$ cat src/rtl/match_pkg.sv
// match_pkg: shared state encoding, widths and health arbitration for match_controller
package match_pkg;
  localparam int SEC_W = 8;
  localparam int WIN_W = 2;
  localparam int MAX_PLAYERS = 4;
  localparam int MAX_HEALTH_W = 16;
  typedef enum logic [2:0] {
    TITLE      = 3'd0,
    COUNTDOWN  = 3'd1,
    FIGHT      = 3'd2,
    KO_HOLD    = 3'd3,
    MATCH_OVER = 3'd4
  } state_t;
  typedef struct packed {
    logic [1:0] idx;
    logic       tie;
  } pick_t;
  function automatic pick_t argmax_health(
    input logic [MAX_PLAYERS*MAX_HEALTH_W-1:0] health,
    input logic [MAX_PLAYERS-1:0]              alive
  );
    pick_t p;
    logic [MAX_HEALTH_W-1:0] best;
    logic [MAX_HEALTH_W-1:0] h;
    logic found;
    p = '{idx: 2'd0, tie: 1'b1};
    best = '0;
    found = 1'b0;
    for (int i = 0; i < MAX_PLAYERS; i++) begin
      h = health[i*MAX_HEALTH_W +: MAX_HEALTH_W];
      if (alive[i] && (!found || h > best)) begin
        best = h;
        p.idx = 2'(i);
        p.tie = 1'b0;
        found = 1'b1;
      end else if (alive[i] && h == best) begin
        p.tie = 1'b1;
      end
    end
    return p;
  endfunction
endpackage

$ cat src/rtl/match_controller_if.sv
// match_controller_if: SoC/health inputs and sequencer outputs of match_controller
interface match_controller_if #(
  parameter int NUM_PLAYERS = 2,
  parameter int HEALTH_W = 10
);
  import match_pkg::*;
  localparam int IDX_W = NUM_PLAYERS > 1 ? $clog2(NUM_PLAYERS) : 1;
  logic                         frame_vs;
  logic [31:0]                  keycodes;
  logic [2:0]                   game_mode;
  logic [NUM_PLAYERS-1:0]       lose;
  logic [NUM_PLAYERS*HEALTH_W-1:0] health;
  logic [2:0]                   state;
  logic                         fight_en;
  logic                         round_rst;
  logic [SEC_W-1:0]             timer_sec;
  logic [IDX_W-1:0]             round_winner;
  logic                         round_draw;
  logic [NUM_PLAYERS*WIN_W-1:0] wins;
  logic [IDX_W-1:0]             match_winner;
  logic [8:0]                   anim_count;
  modport master (
    output frame_vs, keycodes, game_mode, lose, health,
    input  state, fight_en, round_rst, timer_sec, round_winner, round_draw, wins, match_winner, anim_count
  );
  modport slave (
    input  frame_vs, keycodes, game_mode, lose, health,
    output state, fight_en, round_rst, timer_sec, round_winner, round_draw, wins, match_winner, anim_count
  );
endinterface

$ cat src/rtl/frame_timer.sv
// frame_timer: frame tick edge detect, per-second frame divider and seconds down counter
module frame_timer
  import match_pkg::*;
#(
  parameter int FRAMES_PER_SEC = 60,
  parameter int RESET_SEC = 99
) (
  input  logic             Clk,
  input  logic             Reset,
  input  logic             frame_vs,
  input  logic             en,
  input  logic             load,
  input  logic [SEC_W-1:0] load_val,
  output logic             tick,
  output logic [SEC_W-1:0] sec,
  output logic             zero,
  output logic             expire
);
  localparam int FC_W = FRAMES_PER_SEC > 1 ? $clog2(FRAMES_PER_SEC) : 1;
  logic            vs_q;
  logic [FC_W-1:0] frame_cnt;
  logic            wrap;
  assign wrap = en && tick && frame_cnt == FC_W'(FRAMES_PER_SEC - 1);
  assign zero = sec == '0;
  assign expire = wrap && sec == SEC_W'(1);
  always_ff @(posedge Clk) begin
    if (Reset) begin
      vs_q <= 1'b1;
      tick <= 1'b0;
      frame_cnt <= '0;
      sec <= SEC_W'(RESET_SEC);
    end else begin
      vs_q <= frame_vs;
      tick <= frame_vs & ~vs_q;
      frame_cnt <= load ? '0 : (en && tick) ? (wrap ? '0 : frame_cnt + FC_W'(1)) : frame_cnt;
      sec <= load ? load_val : (wrap && !zero) ? sec - SEC_W'(1) : sec;
    end
  end
endmodule

$ cat src/rtl/match_controller.sv
// match_controller: round/match sequencer driving fight enable, round reset and scoring
module match_controller
  import match_pkg::*;
#(
  parameter int         NUM_PLAYERS = 2,
  parameter int         HEALTH_W = 10,
  parameter int         ROUNDS_TO_WIN = 2,
  parameter int         ROUND_SECONDS = 99,
  parameter int         FRAMES_PER_SEC = 60,
  parameter int         COUNTDOWN_SECONDS = 3,
  parameter int         KO_HOLD_FRAMES = 120,
  parameter logic [7:0] START_KEY = 8'h28,
  parameter logic [7:0] RESTART_KEY = 8'h15
) (
  input logic               Clk,
  input logic               Reset,
  match_controller_if.slave bus
);
  localparam int IDX_W = NUM_PLAYERS > 1 ? $clog2(NUM_PLAYERS) : 1;
  state_t                               st;
  logic                                 fight_en;
  logic                                 round_rst;
  logic                                 round_draw;
  logic [IDX_W-1:0]                     round_winner;
  logic [IDX_W-1:0]                     match_winner;
  logic [IDX_W-1:0]                     best_idx;
  logic [IDX_W-1:0]                     match_idx;
  logic [NUM_PLAYERS-1:0][WIN_W-1:0]    wins;
  logic [8:0]                           anim_count;
  logic [MAX_PLAYERS*MAX_HEALTH_W-1:0]  hpad;
  logic [MAX_PLAYERS-1:0]               alive;
  pick_t                                best;
  logic                                 start;
  logic                                 restart;
  logic                                 begin_match;
  logic                                 match_hit;
  logic                                 to_title;
  logic                                 hold_done;
  logic                                 anim_inc;
  logic                                 t_load;
  logic                                 tick;
  logic                                 zero;
  logic                                 expire;
  logic [SEC_W-1:0]                     t_val;
  logic [SEC_W-1:0]                     timer_sec;
  always_comb begin
    hpad = '0;
    alive = '0;
    start = 1'b0;
    restart = 1'b0;
    match_hit = 1'b0;
    match_idx = '0;
    for (int i = 0; i < NUM_PLAYERS; i++) begin
      hpad[i*MAX_HEALTH_W +: MAX_HEALTH_W] = MAX_HEALTH_W'(bus.health[i*HEALTH_W +: HEALTH_W]);
      alive[i] = ~bus.lose[i];
      if (wins[i] == WIN_W'(ROUNDS_TO_WIN)) begin
        match_hit = 1'b1;
        match_idx = IDX_W'(i);
      end
    end
    for (int i = 0; i < 4; i++) begin
      start |= bus.keycodes[i*8 +: 8] == START_KEY;
      restart |= bus.keycodes[i*8 +: 8] == RESTART_KEY;
    end
  end
  assign best = argmax_health(hpad, alive);
  assign best_idx = IDX_W'(best.idx);
  assign begin_match = start && bus.game_mode != 3'b000;
  assign anim_inc = tick && anim_count != '1;
  assign hold_done = tick && anim_count == 9'(KO_HOLD_FRAMES - 1);
  assign to_title = (st != TITLE && bus.game_mode == 3'b000) || (st == MATCH_OVER && restart);
  assign t_load = to_title || (st == TITLE && begin_match) || (st == COUNTDOWN && expire)
                  || (st == KO_HOLD && hold_done && !match_hit);
  assign t_val = (to_title || st == COUNTDOWN) ? SEC_W'(ROUND_SECONDS) : SEC_W'(COUNTDOWN_SECONDS);
  frame_timer #(
    .FRAMES_PER_SEC(FRAMES_PER_SEC),
    .RESET_SEC(ROUND_SECONDS)
  ) u_timer (
    .Clk(Clk),
    .Reset(Reset),
    .frame_vs(bus.frame_vs),
    .en(st == COUNTDOWN || st == FIGHT),
    .load(t_load),
    .load_val(t_val),
    .tick(tick),
    .sec(timer_sec),
    .zero(zero),
    .expire(expire)
  );
  always_ff @(posedge Clk) begin
    round_rst <= 1'b0;
    fight_en <= 1'b0;
    if (Reset) begin
      st <= TITLE;
      wins <= '0;
      round_winner <= '0;
      round_draw <= 1'b0;
      match_winner <= '0;
      anim_count <= '0;
    end else if (to_title) begin
      st <= TITLE;
    end else begin
      case (st)
        TITLE: if (begin_match) begin
          wins <= '0;
          round_rst <= 1'b1;
          st <= COUNTDOWN;
        end
        COUNTDOWN: if (expire) begin
          fight_en <= 1'b1;
          st <= FIGHT;
        end
        FIGHT: if (|bus.lose || zero) begin
          round_winner <= best_idx;
          round_draw <= best.tie;
          if (!best.tie) wins[best_idx] <= wins[best_idx] + WIN_W'(~&wins[best_idx]);
          anim_count <= '0;
          st <= KO_HOLD;
        end else begin
          fight_en <= 1'b1;
        end
        KO_HOLD: begin
          if (anim_inc) anim_count <= anim_count + 9'd1;
          if (hold_done && match_hit) begin
            match_winner <= match_idx;
            anim_count <= '0;
            st <= MATCH_OVER;
          end else if (hold_done) begin
            round_rst <= 1'b1;
            st <= COUNTDOWN;
          end
        end
        MATCH_OVER: if (anim_inc) anim_count <= anim_count + 9'd1;
        default: st <= TITLE;
      endcase
    end
  end
  assign bus.state = st;
  assign bus.fight_en = fight_en;
  assign bus.round_rst = round_rst;
  assign bus.timer_sec = timer_sec;
  assign bus.round_winner = round_winner;
  assign bus.round_draw = round_draw;
  assign bus.wins = wins;
  assign bus.match_winner = match_winner;
  assign bus.anim_count = anim_count;
endmodule

$ cat src/flat_wrapper.sv
// flat-port wrapper written by rule: the top's interface ports become plain ports
module match_controller_flat import match_pkg::*;
#(
  parameter int         NUM_PLAYERS = 2,
  parameter int         HEALTH_W = 10,
  parameter int         ROUNDS_TO_WIN = 2,
  parameter int         ROUND_SECONDS = 99,
  parameter int         FRAMES_PER_SEC = 60,
  parameter int         COUNTDOWN_SECONDS = 3,
  parameter int         KO_HOLD_FRAMES = 120,
  parameter logic [7:0] START_KEY = 8'h28,
  parameter logic [7:0] RESTART_KEY = 8'h15
)
  (Clk, Reset, bus_frame_vs, bus_keycodes, bus_game_mode, bus_lose, bus_health, bus_state, bus_fight_en, bus_round_rst, bus_timer_sec, bus_round_winner, bus_round_draw, bus_wins, bus_match_winner, bus_anim_count);
  match_controller_if #(.NUM_PLAYERS(NUM_PLAYERS), .HEALTH_W(HEALTH_W)) bus_i ();
  input logic Clk;
  input logic Reset;
  input wire logic [$bits(bus_i.frame_vs)-1:0] bus_frame_vs;
  input wire logic [$bits(bus_i.keycodes)-1:0] bus_keycodes;
  input wire logic [$bits(bus_i.game_mode)-1:0] bus_game_mode;
  input wire logic [$bits(bus_i.lose)-1:0] bus_lose;
  input wire logic [$bits(bus_i.health)-1:0] bus_health;
  output wire logic [$bits(bus_i.state)-1:0] bus_state;
  output wire logic [$bits(bus_i.fight_en)-1:0] bus_fight_en;
  output wire logic [$bits(bus_i.round_rst)-1:0] bus_round_rst;
  output wire logic [$bits(bus_i.timer_sec)-1:0] bus_timer_sec;
  output wire logic [$bits(bus_i.round_winner)-1:0] bus_round_winner;
  output wire logic [$bits(bus_i.round_draw)-1:0] bus_round_draw;
  output wire logic [$bits(bus_i.wins)-1:0] bus_wins;
  output wire logic [$bits(bus_i.match_winner)-1:0] bus_match_winner;
  output wire logic [$bits(bus_i.anim_count)-1:0] bus_anim_count;
  assign bus_i.frame_vs = bus_frame_vs;
  assign bus_i.keycodes = bus_keycodes;
  assign bus_i.game_mode = bus_game_mode;
  assign bus_i.lose = bus_lose;
  assign bus_i.health = bus_health;
  assign bus_state = bus_i.state;
  assign bus_fight_en = bus_i.fight_en;
  assign bus_round_rst = bus_i.round_rst;
  assign bus_timer_sec = bus_i.timer_sec;
  assign bus_round_winner = bus_i.round_winner;
  assign bus_round_draw = bus_i.round_draw;
  assign bus_wins = bus_i.wins;
  assign bus_match_winner = bus_i.match_winner;
  assign bus_anim_count = bus_i.anim_count;
  match_controller #(.NUM_PLAYERS(NUM_PLAYERS), .HEALTH_W(HEALTH_W), .ROUNDS_TO_WIN(ROUNDS_TO_WIN), .ROUND_SECONDS(ROUND_SECONDS), .FRAMES_PER_SEC(FRAMES_PER_SEC), .COUNTDOWN_SECONDS(COUNTDOWN_SECONDS), .KO_HOLD_FRAMES(KO_HOLD_FRAMES), .START_KEY(START_KEY), .RESTART_KEY(RESTART_KEY)) u_core (.Clk(Clk), .Reset(Reset), .bus(bus_i));
endmodule
$ cat config.mk
export PLATFORM = sky130hd
export DESIGN_NAME = match_controller_flat
export DESIGN_NICKNAME = d
export VERILOG_FILES = /design/src/rtl/match_pkg.sv /design/src/rtl/match_controller_if.sv /design/src/rtl/frame_timer.sv /design/src/rtl/match_controller.sv /design/src/flat_wrapper.sv
export SDC_FILE = /design/constraint.sdc
export NUM_CORES = 1
export LEC_CHECK = 0
export ABC_AREA = 1
export CORE_MARGIN = 2
export CORE_UTILIZATION = 51
export DETAILED_ROUTE_END_ITERATION = 8
export MAX_ROUTING_LAYER = met4
export PLACE_DENSITY_LB_ADDON = 0.15
export SETUP_SLACK_MARGIN = 0.05
export SLEW_MARGIN = 5
export SYNTH_ARGS = -nofsm -noshare
export SYNTH_HDL_FRONTEND = slang
export SYNTH_SLANG_ARGS = --single-unit
$ cat constraint.sdc
create_clock -name Clk -period 3.5 [get_ports Clk]
set_input_delay 0.35 -clock Clk [delete_from_list [all_inputs] [get_ports Clk]]
set_output_delay 0.35 -clock Clk [all_outputs]
set_load 0.01 [all_outputs]
; After elaboration in Yosys (flattened, before gate mapping)
; Index checks and enable logic that the tools add are counted.
; W data, S select, Z words.
[totals]
regBits = 37
out_inout_bits = 29
in_bits = 60
[op_classes]
order_cmp = 3
n_bitwise = 11
eq_ne = 24
reduce_logical = 45
mux = 38
n_addsub = 4
[ops]
columns = operator, count
row1 = $eq A8 B5 Y1 const B, 4
row2 = $eq A8 B6 Y1 const B, 4
row3 = $mux W9, 3
row4 = $pmux W9 S3, 1
row5 = $logic_and A1 B1 Y1, 17
row6 = $mux W8, 2
row7 = $mux W3, 5
row8 = $pmux W3 S5, 1
row9 = $mux W1, 12
row10 = $mux W4, 3
row11 = $eq A10 B10 Y1, 1
row12 = $gt A10 B10 Y1, 1
row13 = $mux W10, 1
row14 = $reduce_and A5 Y1, 2
row15 = $add A9 B1 Y9 const B, 1
row16 = $eq A9 B7 Y1 const B, 1
row17 = $ne A9 B9 Y1 const B, 1
row18 = $reduce_and A3 Y1, 3
row19 = $reduce_bool A3 Y1, 3
row20 = $eq A8 B1 Y1 const B, 1
row21 = $logic_not A8 Y1, 1
row22 = $logic_or A1 B1 Y1, 8
row23 = $pmux W4 S2, 1
row24 = $sub A8 B1 Y8 const B, 1
row25 = other kinds (26), 47

; Depth between registers and ports, before layout
; Gate-level depths: netlist (run 1).
[depth]
depth_word = 14
mapped_depth = 18
ltp_nobuf = 17

; Hierarchy
; A second synthesis (run 1) with hierarchy kept.
[unflattened]
hier_cells = 458
hier_area_um2 = 2892.8
[by_module_without_submodules]
columns = module, n_inst, cells_per_inst, seq_area_each_um2, area_per_inst_um2
row1 = match_controller, 1, 324, 420.4, 1956.9
row2 = frame_timer, 1, 134, 320.3, 935.9

; Worst setup path after synthesis (run 1)
; OpenSTA, ideal clock, no wires.
[synth_timing]
path_kind = input -> register
start = input port bus_lose[0]
end = register u_core.wins, in the netlist u_core.bus.wins[0]
path_buffers = 1
stages = 15
slack_ps = 1366
setup_ps = 114
arrival_time_ps = 2021
required_time_ps = 3386
path_cell_list = inv_1 -> clkbuf_1 -> nand2_1 -> ha_1 -> nand2_1 -> nor2_1 -> nand4_1 -> nand2_1 -> nand2_1 -> nand2_1 -> nand2_1 -> nand2_1 -> nand2_1 -> a21oi_1 -> nor2_1
[synth_between]
elab_chain_cells = 14
word_cells_on_any_way = 29
classes_between = 1 x add/sub / 3 x order compare / 3 x eq/ne / 13 x mux / 9 x reduce/logical
[synth_lines]
columns = element, line
row1 = "start, declared", flat_wrapper.sv:21  ; input wire logic [$bits(bus_i.lose)-1:0] bus_lose;
row2 = $mux W10, match_pkg.sv:31  ; if (alive[i] && (!found || h > best)) begin
row3 = $gt A10 B10 Y1, match_pkg.sv:31
row4 = $logic_or A1 B1 Y1, match_pkg.sv:31
row5 = $logic_and A1 B1 Y1, match_pkg.sv:31
row6 = $mux W1, match_pkg.sv:31
row7 = $mux W2 (implied by the code) (2 in series), match_controller.sv:116  ; if (!best.tie) wins[best_idx] <= wins[best_idx] + WIN_W'(~&wins[best_idx]);
row8 = $reduce_and A2 Y1, match_controller.sv:116
row9 = $logic_not A1 Y1, match_controller.sv:116
row10 = $add A2 B1 Y2, match_controller.sv:116
row11 = $bwmux W4, match_controller.sv:116
row12 = $mux W4, match_controller.sv:116
row13 = $mux W4, match_controller.sv:113  ; FIGHT: if (|bus.lose || zero) begin
row14 = $pmux W4 S2, match_controller.sv:103  ; case (st)
row15 = "end signal, assigned by index", match_controller.sv:116
row16 = "end, declared", match_controller.sv:28  ; logic [NUM_PLAYERS-1:0][WIN_W-1:0] wins;
; Several ways; a longest one is shown, not always the timed one. The select of a mux whose other input is x is not followed.
; A chain may end at the register's enable or synchronous reset.

; Worst setup path after layout (run 1)
[layout_timing]
start = input port bus_lose[0]
end = register u_core.wins, in the netlist u_core.bus.wins[1]
; Same word-level chain as after synthesis.

==> results by group, run 1 <==
Worst setup path
  • Worst R2R Path Depth: 10
  • Slowest CP cell: clkdlybuf4s50_1
  • CP endpoint kind: flop
  • Crit-path max cell delay: ~0.42 ns
  • Reg-to-reg startpoint: u_core.bus.anim_count[0]
  • Crit-path cells: clkdlybuf4s50_1 -> inv_1 -> nand2_1 -> ha_1 -> nand2_1 -> nor2_1 -> nand4_1 -> nand2_1 -> nand2_1 -> nand2_1 -> nand2_1 -> nand2_1 -> nand2_1 -> a21oi_1 -> nor2_1
  • CP max FO: 12
  • Worst Path Arrival: 2.64 ns
  • Req. time, crit path: roughly 3.7 ns
  • Critical Path Start Type: input pin
  • Reg-to-reg slack, setup: around 1.4 ns
  • Setup crit start: bus_lose[0]
  • CP dominant cell by count: nand2_1
  • Critical path class: input pin to flop
  • Reg-to-Reg End: u_core.bus.anim_count[3]
  • Worst Setup EP: u_core.bus.wins[1]

Route
  • Antenna Nets Post-Route: 0
  • Vias per std cell: about 5.3
  • Drt wl/cell: 12.5 um
  • WL final: approximately 8000 um
  • Final routed DRC violation total: 0
  • Vias: 3287
  • Drt pass-1 iters: 4
  • Initial DRC count: around 170

Synth
  • Synth area leaders: dfxtp_1 26%, nand2_1 16%, nor2_1 8.7%, inv_1 7.6%, ha_1 7.0%
  • Syn Inst Count: about 460
  • Seq cells post-synth: 37
  • Post-synth top area cell: dfxtp_1
  • Ys async rst share: 0%
  • Ys flop type: dfxtp_1
  • Synth Warn #: 0
  • Mean post-synth cell area: ~6.2 sq um
  • Syn Nets: about 540
  • Count of different cell masters after synthesis: 30
  • Mapped cell area: between 2000 and 3000 sq um
  • Yosys top cell area share: between 20% and 30%
  • Seq/Total Area, Yosys: 25.9%
  • EDFF count, synth: 0

Clock tree
  • CTS resizes: 0
  • Clock slew at reported path FFs: roughly 0.08 ns
  • Root Buffer: clkbuf_8
  • Hold-fix buffers at CTS: 0
  • Maximum root-to-sink buffer count: 2
  • Total CTS buffers: 5
  • CTS tree: yes
  • CTS H-tree lvls: 2
  • Number of setup buffers added after CTS: 0
  • CTS Sinks: 37
  • Clock latency on the worst-skew pair: between 0.2 and 0.3 ns

Place
  • IO buf count: between 80 and 90
  • Pre-CTS setup slack: 0.753 ns
  • Routability cong.: 0.946
  • Final HPWL DP: between 6000 and 7000 um

Final layout
  • Share of cells above drive strength 1: roughly 6.3%
  • Number of diodes: 0
  • Nets: ~630
  • Synthesis-to-layout area growth: 37.2%

STA
  • RSZ-0062 raised after global routing: no
  • Skew final: approximately 0.0066 ns
  • Tcrit/Tclk final: 70.2%
  • Final Worst Setup Slack: 1.04 ns
  • Max Slew Vio Count: 0
  • Maximum clock rate: just over 400 MHz
  • Max_slew headroom: between 60% and 70%
  • Endpoints failing hold: 0
  • Worst slew pin tran: 0.554 ns
  • Fin Setup TNS: 0 ns
  • # setup viols final: 0
  • Period minus WS final: approximately 2.5 ns

Pwr
  • Lkg Pwr: between 1.5 and 2 nW
  • P per Cell Area: 285 nW/um^2
  • Worst VDD drop: 221 uV

GRT
  • GRT Overall Usage: around a quarter
  • Initial antenna violation count: 0
  • Total gr overflow: 0
  • Largest net degree at the start of global routing: 20
  • Vias in the first global route: between 3000 and 4000
  • First-pass GRT wire length: approximately 13000 um

Worst hold path
  • Hold wc startpoint: u_core.u_timer.vs_q
  • Worst Hold Class: flop to flop

Floorplanning
  • Die Footprint: ~6200 sq um
  • Ports: 89
  • Row count: 27
  • Starting density of the core: 52.3%
  • Die Span Y: ~80 um
  • Die X: ~79 um
  • Area of the core: ~5500 sq um

Outcome
  • Status: finished, final reports clean

Flow run
  • Max-cap violations: 0
==> cell usage in the layout, fill, tap and decap left out, drive strengths merged, types with 5 or more instances in the layout <==
master and count:
nand4 12, xor2 11, dfxtp 37, xnor2 5, clkbuf 5, nor2 73
nand2 126, a21oi 30, inv 63, nand3 36, clkdlybuf4s50 88, o21ai 19
ha 16, nor3 14
==> per-layer routing <==
| metal | track usage, % | routed length, um | share of wire [%] | vias to the layer above |
|---|---|---|---|---|
| met4 | 9.48 | 136 | 1.7 | 0 |
| met1 | 29.3 | 3350 | 43 | 1480 |
| met2 | 46.1 | 3720 | 48 | 127 |
| li1 | - | - | - | 1669 |
| met5 | - | 0 | 0 | - |
| met3 | 5.11 | 583 | 7.5 | 11 |
==> cell usage after synthesis (6+ instances only) <==
library cell,n
nor3_1,11
nand4_1,11
inv_1,58
ha_1,16
nand2_1,121
a21oi_1,30
nor2_2,6
o21ai_0,17
nand3_1,33
xor2_1,11
dfxtp_1,37
nor2_1,66
==> cell families after synthesis <==
logic type | Yosys count | share of synthesized area [%]
XOR/XNOR | 16 | 4.89
AO/OA/AOI/OAI | 54 | 9.83
adder cells (fa/ha/maj) | 16 | 6.99
buffers and inverters | 71 | 9.65
flip-flops | 37 | 25.9
AND/OR/NAND/NOR | 268 | 42.8
==> registers in the layout, summed over array words and instances, names as in the netlist <==
register	cells
u_core.bus.anim_count	9
u_core.u_timer.sec	8
u_core.u_timer.frame_cnt	6
u_core.bus.wins	4
u_core.bus.state	3
u_core.bus.fight_en	1
u_core.bus.match_winner	1
u_core.bus.round_draw	1
u_core.bus.round_rst	1
u_core.bus.round_winner	1
u_core.u_timer.tick	1
u_core.u_timer.vs_q	1
==> critical path, delay by kind of cell <==
family / cells / cell delay [ns]
buffers and inverters: 2 / 0.71
adders and majority gates: 1 / 0.31
AOI/OAI and AO/OA: 1 / 0.14
and+or+nand+nor: 11 / 1.15
==> worst min-delay path by stage <==
stage                           to  slack, ns  depth (start not counted)
2_1_floorplan  u_core.u_timer.tick       0.37                          1
3_3_place_gp   u_core.u_timer.tick       0.38                          1
3_5_place_dp   u_core.u_timer.tick       0.39                          1
4_1_cts        u_core.u_timer.tick       0.40                          1
5_1_grt        u_core.u_timer.tick       0.41                          1
6_report       u_core.u_timer.tick       0.39                          1
==> area by class of cell <==
class	count	area, sq um
inverters	64	240
clock buffers	5	68.8
multi-input cells	354	1850
flip-flops and latches	37	741
clock inverters	3	46.3
well taps	72	90.1
repair buffers	90	896
fillers	464	1540
==> where the power goes <==
| part | internal [mW] | total (mW) | switching (mW) |
|---|---|---|---|
| Clock | 0.213 | 0.382 | 0.169 |
| Sequential | 0.435 | 0.450 | 0.0154 |
| Combinational | 0.139 | 0.288 | 0.149 |
==> through the flow <==
step	hold WS (ns)	power [mW]	cell area [sq um]	util, %	instances
finish	0.395	1.12	3930	71.8	625
CTS	0.399	1.12	3930	71.8	625
floorplan	0.373	0.614	2860	-	462
detailed placement	0.387	0.746	3810	69.7	617
global placement	0.377	0.735	3810	69.7	617
global route	0.414	1.17	3930	71.8	625
Note: power is estimated with default switching activity, not from simulation.
==> run 2: changes to the inputs <==
- CORE_UTILIZATION: 51 -> 43
- clock period: 3.5 -> 2.15 ns (I/O delays scaled with it)
==> run 2 against run 1 <==
First-iteration DRC count fell by 44%. Die area rose by 18%. Largest cell class unchanged. Highest routed layer unchanged. Core utilization is 7.7 points lower. Total power increased by 75%. Critical endpoint is now u_core.bus.anim_count[5]. Worst setup slack got worse by 0.78 ns. Clock-buffer cell count did not move.
==> results by group, run 2 (same netlist as run 1, synthesis figures left out) <==
Outcome
  • Status: finished, final reports clean

Floorplanning
  • Starting density of the core: around 45%
  • Die Footprint: 7330 sq um
  • Area of the core: approximately 6400 sq um
  • Die X: 85.6 um
  • Ports: 89
  • Row count: 29
  • Die Span Y: ~86 um

Place
  • IO buf count: between 80 and 90
  • Area after DPL: ~3900 sq um
  • Routability cong.: roughly 0.95
  • Final HPWL DP: ~6300 um

Worst setup path
  • Critical Path Start Type: flop
  • Critical path class: flop to flop
  • CP endpoint kind: flop
  • Req. time, crit path: 2.39 ns
  • Worst Path Arrival: 2.13 ns
  • CP max FO: 13

Final layout
  • Synthesis-to-layout area growth: 43.0%
  • Registers with the most flip-flops: u_core.bus.anim_count (9), u_core.u_timer.sec (8), u_core.u_timer.frame_cnt (6)
  • Max reg flops: 9
  • Most frequent cells in the layout: 119 x nand2_1, 87 x clkdlybuf4s50_1, 63 x nor2_1, 57 x inv_1, 35 x dfxtp_1
  • Most flops, register: u_core.bus.anim_count
  • Number of diodes: 0
  • Nets: 642
  • Fin area: ~4100 sq um
  • FILL cells: ~570
  • Fin util: roughly 64%
  • Share of cells above drive strength 1: 10.4%
  • Most common cell after layout, fill and taps aside: nand2_1
  • Reg area: 743 sq um
  • Area occupied by multi-input gates: 1870 sq um

STA
  • Maximum clock rate: approximately 530 MHz
  • # setup viols final: 0
  • Max_slew headroom: approximately three quarters
  • Max Slew Vio Count: 0
  • RSZ-0062 raised after global routing: no
  • Tcrit/Tclk final: 87.9%
  • Skew final: between 0.01 and 0.015 ns
  • Endpoints failing hold: 0
  • Worst slew pin tran: roughly 0.40 ns
  • Period minus WS final: between 1.5 and 2 ns

GRT
  • Total gr overflow: 0
  • Vias in the first global route: slightly above 3000
  • First-pass GRT wire length: ~13000 um
  • Largest net degree at the start of global routing: 19
  • Initial antenna violation count: 0
  • GRT Overall Usage: between 20% and 30%

Pwr
  • P per Cell Area: between 400 and 500 nW/um^2
  • Worst VDD drop: approximately 370 uV
  • Final Power: roughly 2.0 mW
  • Lkg Pwr: between 1.5 and 2 nW

Clock tree
  • Total CTS buffers: 5
  • Clock latency on the worst-skew pair: 0.30 ns
  • CTS tree: yes
  • CTS H-tree lvls: 2
  • Maximum root-to-sink buffer count: 2
  • Clock slew at reported path FFs: 0.09 ns
  • Hold-fix buffers at CTS: 0
  • Root Buffer: clkbuf_8
  • CTS Sinks: 37

Route
  • Initial DRC count: 93
  • Drt wl/cell: 12.4 um
  • Drt pass-1 iters: 5
  • Final routed DRC violation total: 0
  • Vias: approximately 3300
  • WL final: 7970 um
  • Vias per std cell: a little over 5
  • Antenna Nets Post-Route: 0

Flow run
  • Max-cap violations: 0

Worst hold path
  • Worst Hold Class: flop to flop
==> run 2: changes by cell type in the layout (fill, tap and decap cells not counted), sizes merged <==
cell	change
buf	+13
inv	+1
dlymetal6s2s	+1
bufinv	+1
clkdlybuf4s50	-1
clkinv	-1
==> run 2: layer usage <==
| metal | wire [um] | GRT usage (%) | vias to the layer above | part of all wire [%] |
|---|---|---|---|---|
| met2 | 3730 | 37.2 | 94 | 47 |
| met3 | 516 | 4.04 | 12 | 6.5 |
| met4 | 116 | 6.49 | 0 | 1.5 |
| met1 | 3610 | 27.7 | 1456 | 45 |
| li1 | - | - | 1694 | - |
| met5 | 0 | - | - | 0 |
==> run 2: path summary, 6_finish.rpt <==
kind / slack [ns] / end / start / cells past startpoint
worst max-delay path: 0.26 / u_core.bus.anim_count[5] / u_core.bus.anim_count[0] / 12
worst min-delay path: 0.40 / u_core.u_timer.tick / u_core.u_timer.vs_q / 1
worst max register to register: 0.26 / u_core.bus.anim_count[5] / u_core.bus.anim_count[0] / 12
worst min register to register: 0.40 / u_core.u_timer.tick / u_core.u_timer.vs_q / 1
==> run 2: what timing repair did <==
item	CTS	global route
buffers inserted	1	0
gates cloned	0	1
resized for setup	2	11
setup endpoints to repair	4	26
==> run 2: critical path, stage by stage, from the launching register on <==
cell	delay (ns)
dfxtp_2	0.35
ha_1	0.22
nand3_1	0.14
nor3_2	0.06
ha_1	0.17
nor2_1	0.13
buf_6	0.17
inv_1	0.11
nand2_1	0.10
nand3_1	0.07
o21ai_0	0.15
nand2_1	0.07
a21oi_1	0.11
==> run 2: stage by stage <==
stage / worst slack, ns / std cells / TNS, ns / hold slack (ns)
after CTS: 0.0724 / 643 / 0 / 0.401
after global placement: -0.257 / 634 / -1.14 / 0.377
after floorplan: 0.151 / 462 / 0 / 0.320
after detailed placement: -0.362 / 634 / -1.75 / 0.378
final: 0.260 / 644 / 0 / 0.401
after global routing: 0.0440 / 644 / 0 / 0.422
==> run 2: cell type report <==
| type | instances | area share, % |
|---|---|---|
| repair buffers | 103 | 24.4 |
| flip-flops and latches | 37 | 18.1 |
| multi-input cells | 354 | 45.6 |
| clock inverters | 3 | 1.68 |
| inverters | 64 | 5.93 |
| well taps | 77 | 2.35 |
| clock buffers | 5 | 1.68 |
| repair inverters | 1 | 0.183 |
==> run 2: where the power goes <==
part	switching, mW	internal [mW]
clock network	0.272	0.467
logic	0.249	0.239
registers	0.0243	0.708
